[src/rtl/jedro_1_defines.sv]
// Shared trap/CSR definitions for the jedro_1 core: trap FSM states,
// mcause interrupt codes and mtvec mode encodings.
package jedro_1_defines;

  typedef enum logic [1:0] {
    IDLE     = 2'b00,
    FLUSH    = 2'b01,
    UPDATE   = 2'b10,
    REDIRECT = 2'b11
  } trap_state_e;

  localparam int          CSR_MCAUSE_IRQ_BIT     = 31;
  localparam logic [3:0]  CSR_MCAUSE_M_SW_IRQ    = 4'd3;
  localparam logic [3:0]  CSR_MCAUSE_M_TIMER_IRQ = 4'd7;
  localparam logic [3:0]  CSR_MCAUSE_M_EXT_IRQ   = 4'd11;

  localparam logic [1:0]  MTVEC_MODE_DIRECT      = 2'b00;
  localparam logic [1:0]  MTVEC_MODE_VECTORED    = 2'b01;

  function automatic logic mtvec_is_vectored(input logic [1:0] mode);
    return mode == MTVEC_MODE_VECTORED;
  endfunction

endpackage

[src/rtl/jedro_1_irq_prio.sv]
// Machine interrupt qualification: optional two-flop synchroniser, masking
// with mie/mstatus.MIE at an instruction boundary, and fixed priority pick.
module jedro_1_irq_prio
  import jedro_1_defines::*;
#(
  parameter int DATA_WIDTH  = 32,
  parameter bit IRQ_SYNC_EN = 1'b1
) (
  input  logic                  clk_i,
  input  logic                  rstn_i,
  input  logic                  irq_ext_i,
  input  logic                  irq_timer_i,
  input  logic                  irq_sw_i,
  input  logic                  retire_i,
  input  logic                  mstatus_mie_i,
  input  logic [DATA_WIDTH-1:0] mie_i,
  output logic                  irq_take_o,
  output logic [3:0]            irq_code_o
);

  logic [2:0]            irq_raw;
  logic [2:0]            irq_lvl;
  logic [DATA_WIDTH-1:0] pending;
  logic [DATA_WIDTH-1:0] enabled;

  assign irq_raw = {irq_ext_i, irq_timer_i, irq_sw_i};

  generate
    if (IRQ_SYNC_EN) begin : g_sync
      logic [2:0] meta_q, meta_d;
      logic [2:0] sync_q, sync_d;

      always_comb begin
        meta_d = irq_raw;
        sync_d = meta_q;
      end

      always_ff @(posedge clk_i) begin
        if (!rstn_i) begin
          meta_q <= '0;
          sync_q <= '0;
        end else begin
          meta_q <= meta_d;
          sync_q <= sync_d;
        end
      end

      assign irq_lvl = sync_q;
    end else begin : g_nosync
      assign irq_lvl = irq_raw;
    end
  endgenerate

  always_comb begin
    pending                         = '0;
    pending[CSR_MCAUSE_M_EXT_IRQ]   = irq_lvl[2];
    pending[CSR_MCAUSE_M_TIMER_IRQ] = irq_lvl[1];
    pending[CSR_MCAUSE_M_SW_IRQ]    = irq_lvl[0];
    enabled                         = pending & mie_i;

    // Priority order is ext > sw > timer, not numeric order of the codes.
    irq_code_o = '0;
    if (enabled[CSR_MCAUSE_M_EXT_IRQ]) begin
      irq_code_o = CSR_MCAUSE_M_EXT_IRQ;
    end else if (enabled[CSR_MCAUSE_M_SW_IRQ]) begin
      irq_code_o = CSR_MCAUSE_M_SW_IRQ;
    end else if (enabled[CSR_MCAUSE_M_TIMER_IRQ]) begin
      irq_code_o = CSR_MCAUSE_M_TIMER_IRQ;
    end

    irq_take_o = retire_i && mstatus_mie_i && (enabled != '0);
  end

endmodule

[src/rtl/jedro_1_trap_ctrl.sv]
// Machine-mode trap entry/exit sequencer: flush, CSR update, fetch redirect.
// Every output is registered; a sequence takes at least four cycles.
module jedro_1_trap_ctrl
  import jedro_1_defines::*;
#(
  parameter int DATA_WIDTH  = 32,
  parameter bit IRQ_SYNC_EN = 1'b1
) (
  input  logic                  clk_i,
  input  logic                  rstn_i,
  input  logic                  ex_valid_i,
  input  logic [3:0]            ex_cause_i,
  input  logic [DATA_WIDTH-1:0] ex_pc_i,
  input  logic [DATA_WIDTH-1:0] ex_tval_i,
  input  logic                  mret_i,
  input  logic                  retire_i,
  input  logic [DATA_WIDTH-1:0] next_pc_i,
  input  logic                  irq_ext_i,
  input  logic                  irq_timer_i,
  input  logic                  irq_sw_i,
  input  logic                  mstatus_mie_i,
  input  logic [DATA_WIDTH-1:0] mie_i,
  input  logic [DATA_WIDTH-1:0] mtvec_i,
  input  logic [DATA_WIDTH-1:0] mepc_i,
  input  logic                  redirect_ready_i,
  output logic                  flush_o,
  output logic                  busy_o,
  output logic                  trap_we_o,
  output logic                  mret_we_o,
  output logic [DATA_WIDTH-1:0] mepc_wdata_o,
  output logic [DATA_WIDTH-1:0] mcause_wdata_o,
  output logic [DATA_WIDTH-1:0] mtval_wdata_o,
  output logic                  mstatus_mie_wdata_o,
  output logic                  mstatus_mpie_wdata_o,
  output logic                  redirect_valid_o,
  output logic [DATA_WIDTH-1:0] redirect_pc_o
);

  localparam logic [DATA_WIDTH-1:0] ALIGN_MASK = {{(DATA_WIDTH-2){1'b1}}, 2'b00};

  logic       irq_take;
  logic [3:0] irq_code;

  jedro_1_irq_prio #(
    .DATA_WIDTH  (DATA_WIDTH),
    .IRQ_SYNC_EN (IRQ_SYNC_EN)
  ) u_irq_prio (
    .clk_i         (clk_i),
    .rstn_i        (rstn_i),
    .irq_ext_i     (irq_ext_i),
    .irq_timer_i   (irq_timer_i),
    .irq_sw_i      (irq_sw_i),
    .retire_i      (retire_i),
    .mstatus_mie_i (mstatus_mie_i),
    .mie_i         (mie_i),
    .irq_take_o    (irq_take),
    .irq_code_o    (irq_code)
  );

  trap_state_e           state_q, state_d;
  logic                  is_mret_q, is_mret_d;
  logic [DATA_WIDTH-1:0] cause_q, cause_d;
  logic [DATA_WIDTH-1:0] epc_q, epc_d;
  logic [DATA_WIDTH-1:0] tval_q, tval_d;
  // Shadow of mstatus.MPIE: only trap entry and mret ever modify it.
  logic                  mpie_q, mpie_d;

  logic                  flush_q, flush_d;
  logic                  busy_q, busy_d;
  logic                  trap_we_q, trap_we_d;
  logic                  mret_we_q, mret_we_d;
  logic [DATA_WIDTH-1:0] mepc_wdata_q, mepc_wdata_d;
  logic [DATA_WIDTH-1:0] mcause_wdata_q, mcause_wdata_d;
  logic [DATA_WIDTH-1:0] mtval_wdata_q, mtval_wdata_d;
  logic                  mie_wdata_q, mie_wdata_d;
  logic                  mpie_wdata_q, mpie_wdata_d;
  logic                  redirect_valid_q, redirect_valid_d;
  logic [DATA_WIDTH-1:0] redirect_pc_q, redirect_pc_d;

  logic [DATA_WIDTH-1:0] trap_base;
  logic [DATA_WIDTH-1:0] vec_off;
  logic [DATA_WIDTH-1:0] trap_target;

  // Vectored mode only offsets interrupts; exceptions and modes 10/11 go to base.
  always_comb begin
    trap_base    = mtvec_i & ALIGN_MASK;
    vec_off      = '0;
    vec_off[5:2] = cause_q[3:0];
    trap_target  = trap_base;
    if (mtvec_is_vectored(mtvec_i[1:0]) && cause_q[CSR_MCAUSE_IRQ_BIT]) begin
      trap_target = trap_base + vec_off;
    end
  end

  always_comb begin
    state_d          = state_q;
    is_mret_d        = is_mret_q;
    cause_d          = cause_q;
    epc_d            = epc_q;
    tval_d           = tval_q;
    mpie_d           = mpie_q;
    flush_d          = 1'b0;
    busy_d           = busy_q;
    trap_we_d        = 1'b0;
    mret_we_d        = 1'b0;
    mepc_wdata_d     = '0;
    mcause_wdata_d   = '0;
    mtval_wdata_d    = '0;
    mie_wdata_d      = 1'b0;
    mpie_wdata_d     = 1'b0;
    redirect_valid_d = redirect_valid_q;
    redirect_pc_d    = redirect_pc_q;

    case (state_q)
      IDLE: begin
        busy_d           = 1'b0;
        redirect_valid_d = 1'b0;
        redirect_pc_d    = '0;
        if (ex_valid_i) begin
          state_d         = FLUSH;
          is_mret_d       = 1'b0;
          cause_d         = '0;
          cause_d[3:0]    = ex_cause_i;
          epc_d           = ex_pc_i;
          tval_d          = ex_tval_i;
          flush_d         = 1'b1;
          busy_d          = 1'b1;
        end else if (mret_i) begin
          state_d         = FLUSH;
          is_mret_d       = 1'b1;
          flush_d         = 1'b1;
          busy_d          = 1'b1;
        end else if (irq_take) begin
          state_d                     = FLUSH;
          is_mret_d                   = 1'b0;
          cause_d                     = '0;
          cause_d[CSR_MCAUSE_IRQ_BIT] = 1'b1;
          cause_d[3:0]                = irq_code;
          epc_d                       = next_pc_i;
          tval_d                      = '0;
          flush_d                     = 1'b1;
          busy_d                      = 1'b1;
        end
      end

      FLUSH: begin
        state_d = UPDATE;
        if (is_mret_q) begin
          mret_we_d    = 1'b1;
          mie_wdata_d  = mpie_q;
          mpie_wdata_d = 1'b1;
          mpie_d       = 1'b1;
        end else begin
          trap_we_d      = 1'b1;
          mepc_wdata_d   = epc_q & ALIGN_MASK;
          mcause_wdata_d = cause_q;
          mtval_wdata_d  = tval_q;
          mie_wdata_d    = 1'b0;
          mpie_wdata_d   = mstatus_mie_i;
          mpie_d         = mstatus_mie_i;
        end
      end

      UPDATE: begin
        state_d          = REDIRECT;
        redirect_valid_d = 1'b1;
        redirect_pc_d    = is_mret_q ? mepc_i : trap_target;
      end

      REDIRECT: begin
        if (redirect_ready_i) begin
          state_d          = IDLE;
          busy_d           = 1'b0;
          redirect_valid_d = 1'b0;
          redirect_pc_d    = '0;
        end
      end

      default: begin
        state_d = IDLE;
      end
    endcase
  end

  always_ff @(posedge clk_i) begin
    if (!rstn_i) begin
      state_q          <= IDLE;
      is_mret_q        <= 1'b0;
      cause_q          <= '0;
      epc_q            <= '0;
      tval_q           <= '0;
      mpie_q           <= 1'b0;
      flush_q          <= 1'b0;
      busy_q           <= 1'b0;
      trap_we_q        <= 1'b0;
      mret_we_q        <= 1'b0;
      mepc_wdata_q     <= '0;
      mcause_wdata_q   <= '0;
      mtval_wdata_q    <= '0;
      mie_wdata_q      <= 1'b0;
      mpie_wdata_q     <= 1'b0;
      redirect_valid_q <= 1'b0;
      redirect_pc_q    <= '0;
    end else begin
      state_q          <= state_d;
      is_mret_q        <= is_mret_d;
      cause_q          <= cause_d;
      epc_q            <= epc_d;
      tval_q           <= tval_d;
      mpie_q           <= mpie_d;
      flush_q          <= flush_d;
      busy_q           <= busy_d;
      trap_we_q        <= trap_we_d;
      mret_we_q        <= mret_we_d;
      mepc_wdata_q     <= mepc_wdata_d;
      mcause_wdata_q   <= mcause_wdata_d;
      mtval_wdata_q    <= mtval_wdata_d;
      mie_wdata_q      <= mie_wdata_d;
      mpie_wdata_q     <= mpie_wdata_d;
      redirect_valid_q <= redirect_valid_d;
      redirect_pc_q    <= redirect_pc_d;
    end
  end

  assign flush_o              = flush_q;
  assign busy_o               = busy_q;
  assign trap_we_o            = trap_we_q;
  assign mret_we_o            = mret_we_q;
  assign mepc_wdata_o         = mepc_wdata_q;
  assign mcause_wdata_o       = mcause_wdata_q;
  assign mtval_wdata_o        = mtval_wdata_q;
  assign mstatus_mie_wdata_o  = mie_wdata_q;
  assign mstatus_mpie_wdata_o = mpie_wdata_q;
  assign redirect_valid_o     = redirect_valid_q;
  assign redirect_pc_o        = redirect_pc_q;

endmodule
[config.mk]
export PLATFORM = sky130hd
export DESIGN_NAME = jedro_1_trap_ctrl
export DESIGN_NICKNAME = d
export VERILOG_FILES = /design/src/rtl/jedro_1_defines.sv /design/src/rtl/jedro_1_irq_prio.sv /design/src/rtl/jedro_1_trap_ctrl.sv
export SDC_FILE = /design/constraint.sdc
export NUM_CORES = 1
export LEC_CHECK = 0
export ABC_AREA = 1
export BUFFER_PORTS_ARGS = -buffer_cell sky130_fd_sc_hd__buf_2
export CORE_AREA = 2 2 131 133
export DETAILED_ROUTE_END_ITERATION = 10
export DIE_AREA = 0 0 133 135
export GPL_ROUTABILITY_DRIVEN = 0
export MAX_ROUTING_LAYER = met4
export PLACE_DENSITY = 0.85
export SYNTH_ARGS = -nofsm -noshare
export SYNTH_HDL_FRONTEND = slang
export SYNTH_SLANG_ARGS = --single-unit
[constraint.sdc]
create_clock -name clk_i -period 5.7 [get_ports clk_i]
set_input_delay 1.14 -clock clk_i [delete_from_list [all_inputs] [get_ports clk_i]]
set_output_delay 1.14 -clock clk_i [all_outputs]
set_load 0.01 [all_outputs]
==> results.py, run 1 <==
metrics = {
    "flow_run": {
        "max-cap-violations": 0,
    },
    "cts": {
        "cts_root_buf": "clkbuf_16",
        "clkTransAtPathRegs_ns": 0.07,
        "numCtsBuffers": 17,
        "cts_tree": "yes",
        "post_cts_buffers": 0,
        "ctsResizeCount": 0,
        "cts_hold_buf": 0,
        "clk-insertion-delay-late_ns": 0.42,
        "cts_buffer_depth": 2,
        "cts-htree-levels": 4,
        "cts_sinks": 183,
    },
    "route": {
        "vias": 7604,
        "drtIter0Drc": 324,
        "viasPerCell": 4.79,
        "totalWireLength_um": 20300,
        "routedWlPerCell_um": 12.8,
        "drtPass1Iterations": 5,
        "drc_errors": 0,
        "postRouteAntennaNets": 0,
    },
    "yosys": {
        "synthesis.area_sq_um": 7830,
        "postSynthCellCount": 1107,
        "synth_cell_types": 40,
        "synth_top_flop_cell": "dfxtp_1",
        "yosys_warnings": 0,
        "ys_ff_latch": 183,
        "synthArstFlopShare_pct": 0,
        "syn_area_per_cell_sq_um": 7.07,
        "yosysMostFrequentCell": "nand2_1",
        "netlist.area_leader.share_pct": 46.8,
        "synth.area.top_cells": "dfxtp_1 47%, nand2_1 14%, nor2_1 7.1%",
        "synth_common_cells": "297 x nand2_1, 183 x dfxtp_1, 149 x nor2_1",
        "synth_edf_count": 0,
        "synth_sequential_area_ratio_pct": 46.8,
        "synth_top_cell_by_area": "dfxtp_1",
    },
    "min_path": {
        "min_path_cells": 2,
        "hold_class": "register to register",
    },
    "sta": {
        "post-route-period-util_pct": 58.6,
        "tightestPinTransition_ns": 1.00,
        "rsz0062_at_grt": "false",
        "post-route-min-period_ns": 3.34,
        "maxSlewViolCount": 0,
        "fmax_mhz": 300,
        "maxSlewHeadroom_pct": 33.2,
        "setup_tns_ns": 0,
        "skew_ns": 0.0124,
        "setup_viol": 0,
        "hold_viol": 0,
    },
    "place": {
        "dp_hpwl_um": 14600,
        "portBuffers": 278,
        "dpl.cell_count": 1554,
    },
    "floorplan": {
        "num_io_pins": 341,
        "start_util_pct": 47.7,
        "die_area_sq_um": 18000,
        "die_w_um": 133,
        "fp.dieH_um": 135,
        "rows": 47,
        "core_area_sq_um": 16400,
    },
    "outcome": {
        "status": "finished, final reports clean",
    },
    "global_route": {
        "grt_util_met2_pct": 38.0,
        "track_usage_pct": 23.1,
        "antenna_found_initial": 2,
        "grt_pass1_wl_um": 32400,
        "grt_busiest_layer": "met2",
        "grt_max_degree": 68,
        "overflow": 0,
        "met3_usage_pct": 5.37,
        "met1_usage_pct": 28.0,
        "grt_pass1_vias": 7012,
    },
    "critical_path": {
        "crit_slowest_cell": "inv_1",
        "path_common_cell": "nand2_1",
        "r2r_cells": 9,
        "crit_chain": "buf_2 -> inv_2 -> a21oi_2 -> nand2_1 -> inv_1 -> nand2_1 -> a21oi_1",
        "worstSetupEndpointType": "register",
        "critPathMaxFanout": 36,
        "crit_arrival_ns": 3.68,
        "start_kind": "input port",
        "cp.required_ns": 6.04,
        "crit_type": "input port to register",
        "max_stage_delay_ns": 0.74,
    },
    "power": {
        "pwr-share-seq_pct": 43.6,
        "peakVddDrop_mv": 0.204,
        "comb_power_share_pct": 23.0,
        "p_clk_share_pct": 33.5,
        "internal-power_w": 0.00230,
        "switching_power_w": 0.00117,
        "switching_share_pct": 33.8,
        "power_density_nw_per_um2": 355,
        "leakage_nw": 4.80,
    },
    "layout": {
        "areaGrowthSynthToFinish_pct": 25.0,
        "finalNetCount": 1568,
        "multi_input_area_sq_um": 3360,
        "drive_gt1_share_pct": 25.0,
        "final_cell_count_no_fill": 1588,
        "fill_cells": 1515,
        "register_area_sq_um": 3660,
    },
}
==> power groups by stage <==
| stage | registers, W | clock network (W) | logic [W] |
|---|---|---|---|
| final | 0.00151 | 0.00116 | 0.000798 |
| after detailed placement | 0.00154 | 0 | 0.000802 |
| after global routing | 0.00153 | 0.00124 | 0.000906 |
| after CTS | 0.00151 | 0.00119 | 0.000805 |
| after floorplan | 0.00156 | 0 | 0.000539 |
| after global placement | 0.00153 | 0 | 0.000783 |
==> cell families after synthesis <==
logic type,share of synthesized area (%)
flops,46.8
compound gates,12.4
other cells,0.0479
simple gates,26.8
fa+ha+maj,1.53
xor+xnor,0.559
buf+inv,11.8
==> per-layer routing <==
layer | share of wire, % | wire, um
met4 | 2.1 | 433
met1 | 43 | 8690
met2 | 48 | 9810
met3 | 6.9 | 1400
met5 | 0 | 0
==> critical path, delay by kind of cell <==
| kind | cells | cell delay, ns |
|---|---|---|
| simple gates | 2 | 0.22 |
| buf+inv | 3 | 1.76 |
| compound gates | 2 | 0.53 |
==> registers in the layout (all words and copies together) (netlist names), 2 cells and up <==
name and count:
mtval_wdata_o 32, redirect_pc_o 32, tval_q 32, epc_q 30, mepc_wdata_o 30, cause_q 5, mcause_wdata_o 5, u_irq_prio.g_sync.meta_q 3
u_irq_prio.g_sync.sync_q 3, state_q 2
==> layout by cell type, fill, tap and decap left out, drive strengths merged, types with 8 or more instances in the layout <==
master / instances
nand2: 302
buf: 282
dfxtp: 183
nor2: 156
inv: 132
a21oi: 109
o21ai: 59
nand3: 36
conb: 29
clkbuf: 17
nor3: 10
nand4: 9
o211ai: 8
ha: 8
clkinv: 8
==> stage by stage <==
step                cell area [sq um]  util, %  setup WS (ns)  total power [W]  hold WS (ns)
global placement                 9190     56.0           2.02          0.00232         0.396
CTS                              9790     59.7           2.37          0.00351         0.415
global route                     9790     59.7           2.06          0.00367         0.434
floorplan                        7940        -           3.00          0.00210         0.390
finish                           9790     59.7           2.36          0.00347         0.417
detailed placement               9190     56.0           1.95          0.00234         0.396
==> path summary, 6_finish.rpt <==
path | startpoint | endpoint | slack (ns)
min reg2reg | u_irq_prio.g_sync.meta_q[0]$_SDFF_PN0_ | u_irq_prio.g_sync.sync_q[0]$_SDFF_PN0_ | 0.42
max reg2reg | state_q[1]$_SDFFE_PN0P_ | redirect_pc_o[24]$_SDFFE_PN0P_ | 2.94
max | ex_valid_i | tval_q[14]$_SDFFE_PN0P_ | 2.36
min | u_irq_prio.g_sync.meta_q[0]$_SDFF_PN0_ | u_irq_prio.g_sync.sync_q[0]$_SDFF_PN0_ | 0.42
==> final cells by class <==
type	count	share of cell area (%)
Sequential cell	183	37.4
Multi-Input combinational cell	744	34.3
Timing Repair Buffer	282	14.5
Inverter	125	4.79
Clock buffer	17	4.34
Tap cell	220	2.81
Clock inverter	15	1.76
Antenna cell	2	0.0511
Note: power is estimated with default switching activity, not from simulation.
==> run 2: changes to the inputs <==
==> constraint.sdc (replaced) <==
create_clock -name clk_i -period 3.3 [get_ports clk_i]
set_input_delay 0.66 -clock clk_i [delete_from_list [all_inputs] [get_ports clk_i]]
set_output_delay 0.66 -clock clk_i [all_outputs]
set_load 0.01 [all_outputs]
==> results.py, run 2 (same netlist as run 1, synthesis figures left out) <==
metrics = {
    "outcome": {
        "status": "finished, final reports clean",
    },
    "cts": {
        "clk-insertion-delay-late_ns": 0.43,
        "cts-htree-levels": 4,
        "cts_sinks": 183,
        "cts_root_buf": "clkbuf_16",
        "ctsResizeCount": 0,
        "clkTransAtPathRegs_ns": 0.07,
        "cts_buffer_depth": 2,
        "numCtsBuffers": 17,
        "post_cts_buffers": 0,
        "cts_hold_buf": 0,
        "cts_tree": "yes",
    },
    "floorplan": {
        "num_io_pins": 341,
        "rows": 47,
        "fp.dieH_um": 135,
        "core_area_sq_um": 16400,
        "die_area_sq_um": 18000,
        "die_w_um": 133,
        "start_util_pct": 47.7,
    },
    "sta": {
        "rsz0062_at_grt": "false",
        "skew_ns": 0.00917,
        "maxSlewViolCount": 0,
        "post-route-period-util_pct": 69.3,
        "setup_viol": 0,
        "post-route-min-period_ns": 2.29,
        "tightestPinTransition_ns": 0.950,
        "setup_tns_ns": 0,
        "hold_viol": 0,
        "maxSlewHeadroom_pct": 36.5,
        "fmax_mhz": 437,
    },
    "place": {
        "placedInstanceArea_sq_um": 9270,
        "portBuffers": 278,
        "dp_hpwl_um": 14700,
    },
    "route": {
        "drc_errors": 0,
        "drtPass1Iterations": 7,
        "routedWlPerCell_um": 12.8,
        "drtIter0Drc": 405,
        "totalWireLength_um": 20400,
        "postRouteAntennaNets": 0,
        "viasPerCell": 4.79,
        "vias": 7639,
    },
    "layout": {
        "final_common_cell": "nand2_1",
        "areaGrowthSynthToFinish_pct": 26.1,
        "final_cell_mix": "297 x nand2_1, 278 x buf_2, 183 x dfxtp_1",
        "drive_gt1_share_pct": 25.3,
        "fill_cells": 1510,
        "fin_area_sq_um": 9880,
        "finalNetCount": 1575,
    },
    "global_route": {
        "grt_pass1_vias": 6952,
        "antenna_found_initial": 2,
        "track_usage_pct": 23.2,
        "overflow": 0,
        "grt_pass1_wl_um": 32400,
        "grt_max_degree": 68,
    },
    "critical_path": {
        "cp.required_ns": 3.59,
        "path_common_cell": "nand2_1",
        "crit_chain": "buf_2 -> ha_1 -> inv_1 -> fa_1 -> inv_1 -> nand3_1 -> nand2_1 -> nand2_2 -> nor2_1 -> nand3b_1 -> nand2_1 -> nand2_1 -> o21ai_1 -> a21oi_1",
        "crit_arrival_ns": 2.57,
        "start_kind": "input port",
        "r2r_cells": 13,
        "crit_type": "input port to register",
        "crit_slowest_cell": "fa_1",
        "max_stage_delay_ns": 0.40,
        "worstSetupEndpointType": "register",
        "critPathMaxFanout": 7,
    },
    "min_path": {
        "min_path_cells": 2,
        "hold_class": "register to register",
    },
    "power": {
        "leakage_nw": 4.85,
        "peakVddDrop_mv": 0.354,
        "power_w": 0.00608,
        "power_density_nw_per_um2": 615,
    },
    "flow_run": {
        "max-cap-violations": 0,
    },
}
[run 2: worst max-delay path: cells and delay by family]
kind,cells,cell delay [ns]
simple gates,7,0.86
fa+ha+maj,2,0.56
buf+inv,3,0.24
compound gates,2,0.23
[run 2: area by class of cell]
cell class | instances | area [sq um] | share of cell area [%]
inverters | 125 | 469 | 4.75
repair buffers | 289 | 1500 | 15.2
clock inverters | 14 | 168 | 1.70
well taps | 220 | 275 | 2.79
flip-flops and latches | 183 | 3660 | 37.1
multi-input cells | 744 | 3360 | 34.0
diodes | 2 | 5.00 | 0.0507
clock buffers | 18 | 439 | 4.45
[run 2: layer usage]
metal / track usage, % / share of wire (%)
met1: 27.8 / 43
met2: 37.8 / 48
met5: - / 0
met4: 11.2 / 3.2
met3: 4.17 / 6.5
[run 2: report_power, final]
part | switching (W) | internal [W]
clock | 0.000986 | 0.00105
sequential | 0.000117 | 0.00249
combinational | 0.000941 | 0.000487
total | 0.00204 | 0.00403
[run 2: stage by stage]
stage	std cells	setup slack [ns]	util, %	hold WS (ns)
2_1_floorplan	1135	1.08	-	0.390
3_3_place_gp	1561	0.672	56.5	0.393
3_5_place_dp	1561	0.583	56.5	0.402
4_1_cts	1593	1.02	60.2	0.400
5_1_grt	1595	0.859	60.2	0.411
6_report	1595	1.01	60.2	0.416
[run 2: path summary, 6_finish.rpt]
path / from / endpoint / slack [ns]
max reg2reg: cause_q[0]$_SDFFE_PN0P_ / redirect_pc_o[28]$_SDFFE_PN0P_ / 1.02
min: u_irq_prio.g_sync.meta_q[0]$_SDFF_PN0_ / u_irq_prio.g_sync.sync_q[0]$_SDFF_PN0_ / 0.42
min reg2reg: u_irq_prio.g_sync.meta_q[0]$_SDFF_PN0_ / u_irq_prio.g_sync.sync_q[0]$_SDFF_PN0_ / 0.42
max: mtvec_i[2] / redirect_pc_o[28]$_SDFFE_PN0P_ / 1.01
==> run 3: changes to the inputs <==
--- a/config.mk
+++ b/config.mk
@@ -5,14 +5,14 @@
 export SDC_FILE = /design/constraint.sdc
 export NUM_CORES = 1
 export LEC_CHECK = 0
-export ABC_AREA = 1
+export ABC_AREA = 0
 export BUFFER_PORTS_ARGS = -buffer_cell sky130_fd_sc_hd__buf_2
-export CORE_AREA = 2 2 131 133
+export CORE_AREA = 2 2 132 134
 export DETAILED_ROUTE_END_ITERATION = 10
-export DIE_AREA = 0 0 133 135
+export DIE_AREA = 0 0 134 136
 export GPL_ROUTABILITY_DRIVEN = 0
 export MAX_ROUTING_LAYER = met4
-export PLACE_DENSITY = 0.85
+export PLACE_DENSITY = 0.8
 export SYNTH_ARGS = -nofsm -noshare
 export SYNTH_HDL_FRONTEND = slang
 export SYNTH_SLANG_ARGS = --single-unit
==> constraint.sdc (replaced) <==
create_clock -name clk_i -period 2.4 [get_ports clk_i]
set_input_delay 0.48 -clock clk_i [delete_from_list [all_inputs] [get_ports clk_i]]
set_output_delay 0.48 -clock clk_i [all_outputs]
set_load 0.01 [all_outputs]
==> results.py, run 3 <==
metrics = {
    "global_route": {
        "antenna_found_initial": 1,
        "grt_pass1_vias": 5953,
        "track_usage_pct": 21.4,
        "grt_pass1_wl_um": 29900,
        "overflow": 0,
        "grt_max_degree": 51,
    },
    "layout": {
        "final_cell_mix": "278 x buf_2, 183 x dfxtp_1, 77 x and2_1",
        "drive_gt1_share_pct": 33.6,
        "fill_cells": 1501,
        "areaGrowthSynthToFinish_pct": 30.9,
        "final_common_cell": "buf_2",
        "final_util_pct": 56.6,
        "finalNetCount": 1249,
        "fin_area_sq_um": 9560,
    },
    "floorplan": {
        "die_area_sq_um": 18200,
        "num_io_pins": 341,
        "core_area_sq_um": 16900,
        "start_util_pct": 43.3,
        "fp.dieH_um": 136,
        "die_w_um": 134,
        "rows": 48,
    },
    "sta": {
        "maxSlewViolCount": 0,
        "rsz0062_at_grt": "false",
        "setup_viol": 0,
        "setup_tns_ns": 0,
        "hold_viol": 0,
        "tightestPinTransition_ns": 0.696,
        "post-route-period-util_pct": 91.0,
        "maxSlewHeadroom_pct": 53.5,
        "skew_ns": 0.0106,
        "fmax_mhz": 458,
        "post-route-min-period_ns": 2.18,
    },
    "route": {
        "drtPass1Iterations": 5,
        "viasPerCell": 5.04,
        "postRouteAntennaNets": 0,
        "totalWireLength_um": 19700,
        "drtIter0Drc": 341,
        "drc_errors": 0,
        "routedWlPerCell_um": 15.4,
        "vias": 6422,
    },
    "cts": {
        "cts_hold_buf": 0,
        "cts_buffer_depth": 2,
        "numCtsBuffers": 17,
        "cts_tree": "yes",
        "clk-insertion-delay-late_ns": 0.42,
        "cts_root_buf": "clkbuf_16",
        "clkTransAtPathRegs_ns": 0.08,
        "cts-htree-levels": 4,
        "cts_sinks": 183,
    },
    "critical_path": {
        "cp-startpoint": "cause_q[0]$_SDFFE_PN0P_",
        "critPathMaxFanout": 5,
        "start_kind": "register",
        "crit_type": "register to register",
        "timing.rr.start": "cause_q[0]$_SDFFE_PN0P_",
        "worstReg2RegEnd": "redirect_pc_o[28]$_SDFFE_PN0P_",
        "worstSetupEndpointType": "register",
        "r2r_cells": 8,
        "regToRegSetupSlack_ns": 0.22,
        "cp.required_ns": 2.74,
        "crit_arrival_ns": 2.53,
    },
    "yosys": {
        "synth_edf_count": 0,
        "synthArstFlopShare_pct": 0,
        "synth_top_flop_cell": "dfxtp_1",
        "synth.area.top_cells": "dfxtp_1 50%, and2_1 6.6%, mux2i_1 4.9%",
        "synth_common_cells": "183 x dfxtp_1, 77 x and2_1, 60 x nor2_1",
        "postSynthCellCount": 757,
        "yosys_warnings": 0,
        "syn_area_per_cell_sq_um": 9.64,
        "netlist.area_leader.share_pct": 50.2,
        "synth_top_cell_by_area": "dfxtp_1",
        "synthesis.area_sq_um": 7300,
        "synth_cell_types": 56,
        "synth_sequential_area_ratio_pct": 50.2,
        "yosysMostFrequentCell": "dfxtp_1",
        "ys_ff_latch": 183,
    },
    "min_path": {
        "holdPathEnd": "u_irq_prio.g_sync.meta_q[0]$_SDFF_PN0_",
        "hold_class": "input port to register",
        "min_path_cells": 2,
        "worstHoldStart": "irq_sw_i",
    },
    "place": {
        "placedInstanceArea_sq_um": 8920,
        "portBuffers": 278,
        "dp_hpwl_um": 14600,
    },
    "power": {
        "power_density_nw_per_um2": 897,
        "leakage_nw": 4.48,
        "power_w": 0.00857,
        "peakVddDrop_mv": 0.608,
    },
    "outcome": {
        "status": "finished, final reports clean",
    },
    "flow_run": {
        "max-cap-violations": 0,
    },
}
[run 3: changes by cell type in the layout (fill, tap and decap cells not counted), moves of 20 or more]
cell	change
a211oi_1	+32
a21oi_1	-81
a22o_1	+32
and2_1	+77
inv_1	-107
mux2i_1	+36
nand2_1	-264
nand3_1	-20
nor2_1	-93
[run 3: cells by family after synthesis]
family	share of synthesized area (%)
and+or+nand+nor	18.4
other	0.0514
adders and majority gates	1.65
buffers and inverters	6.22
DFF	50.2
AOI/OAI and AO/OA	16.4
xor gates and xnor gates	2.16
muxes	4.94
[run 3: cell type report]
type	count	area, sq um	area share (%)
flip-flops and latches	183	3660	38.3
multi-input cells	513	3300	34.6
repair buffers	306	1630	17.0
clock buffers	17	425	4.45
well taps	225	282	2.95
clock inverters	15	204	2.13
inverters	13	48.8	0.511
diodes	1	2.50	0.0262
[run 3: metal layers]
| layer | up-vias | GRT usage (%) | wire length [um] | share of wire [%] |
|---|---|---|---|---|
| met5 | - | - | 0 | 0 |
| met4 | 0 | 9.46 | 702 | 3.6 |
| met3 | 57 | 3.80 | 1040 | 5.3 |
| met2 | 247 | 34.1 | 9180 | 47 |
| met1 | 2928 | 26.7 | 8730 | 44 |
| li1 | 3190 | - | - | - |
[run 3: critical path: stages (launching register included)]
cell and delay, ns:
dfxtp_1 0.35, ha_1 0.17, inv_1 0.05, fa_1 0.41
nor2b_1 0.19, o31ai_1 0.13, buf_4 0.18, or4_1 0.48
a31oi_1 0.16
[run 3: power breakdown]
part | switching (W) | internal (W)
clock network | 0.00135 | 0.00151
logic | 0.00121 | 0.000815
registers | 0.000205 | 0.00348
total | 0.00276 | 0.00581
[run 3: how the worst max path moves through the flow]
stage	to	slack [ns]	depth (start not counted)
floorplan	redirect_pc_o[24]$_SDFFE_PN0P_	0.06	8
global placement	redirect_pc_o[30]$_SDFFE_PN0P_	0.06	10
detailed placement	redirect_pc_o[28]$_SDFFE_PN0P_	0.01	9
CTS	redirect_pc_o[11]$_SDFFE_PN0P_	0.11	6
global route	redirect_pc_o[24]$_SDFFE_PN0P_	0.04	8
finish	redirect_pc_o[28]$_SDFFE_PN0P_	0.22	8
[run 3: per-stage QoR]
stage / hold slack [ns] / setup WS (ns) / std cells
2_1_floorplan: 0.412 / 0.0567 / 785
3_3_place_gp: 0.414 / 0.0614 / 1240
3_5_place_dp: 0.425 / 0.0127 / 1240
4_1_cts: 0.238 / 0.114 / 1272
5_1_grt: 0.247 / 0.0351 / 1273
6_report: 0.258 / 0.215 / 1273
[run 3: what timing repair did]
item / in CTS / in global routing
gates resized for setup: 0 / 1
buffers inserted: 0 / 0
setup endpoints to repair: 0 / 12
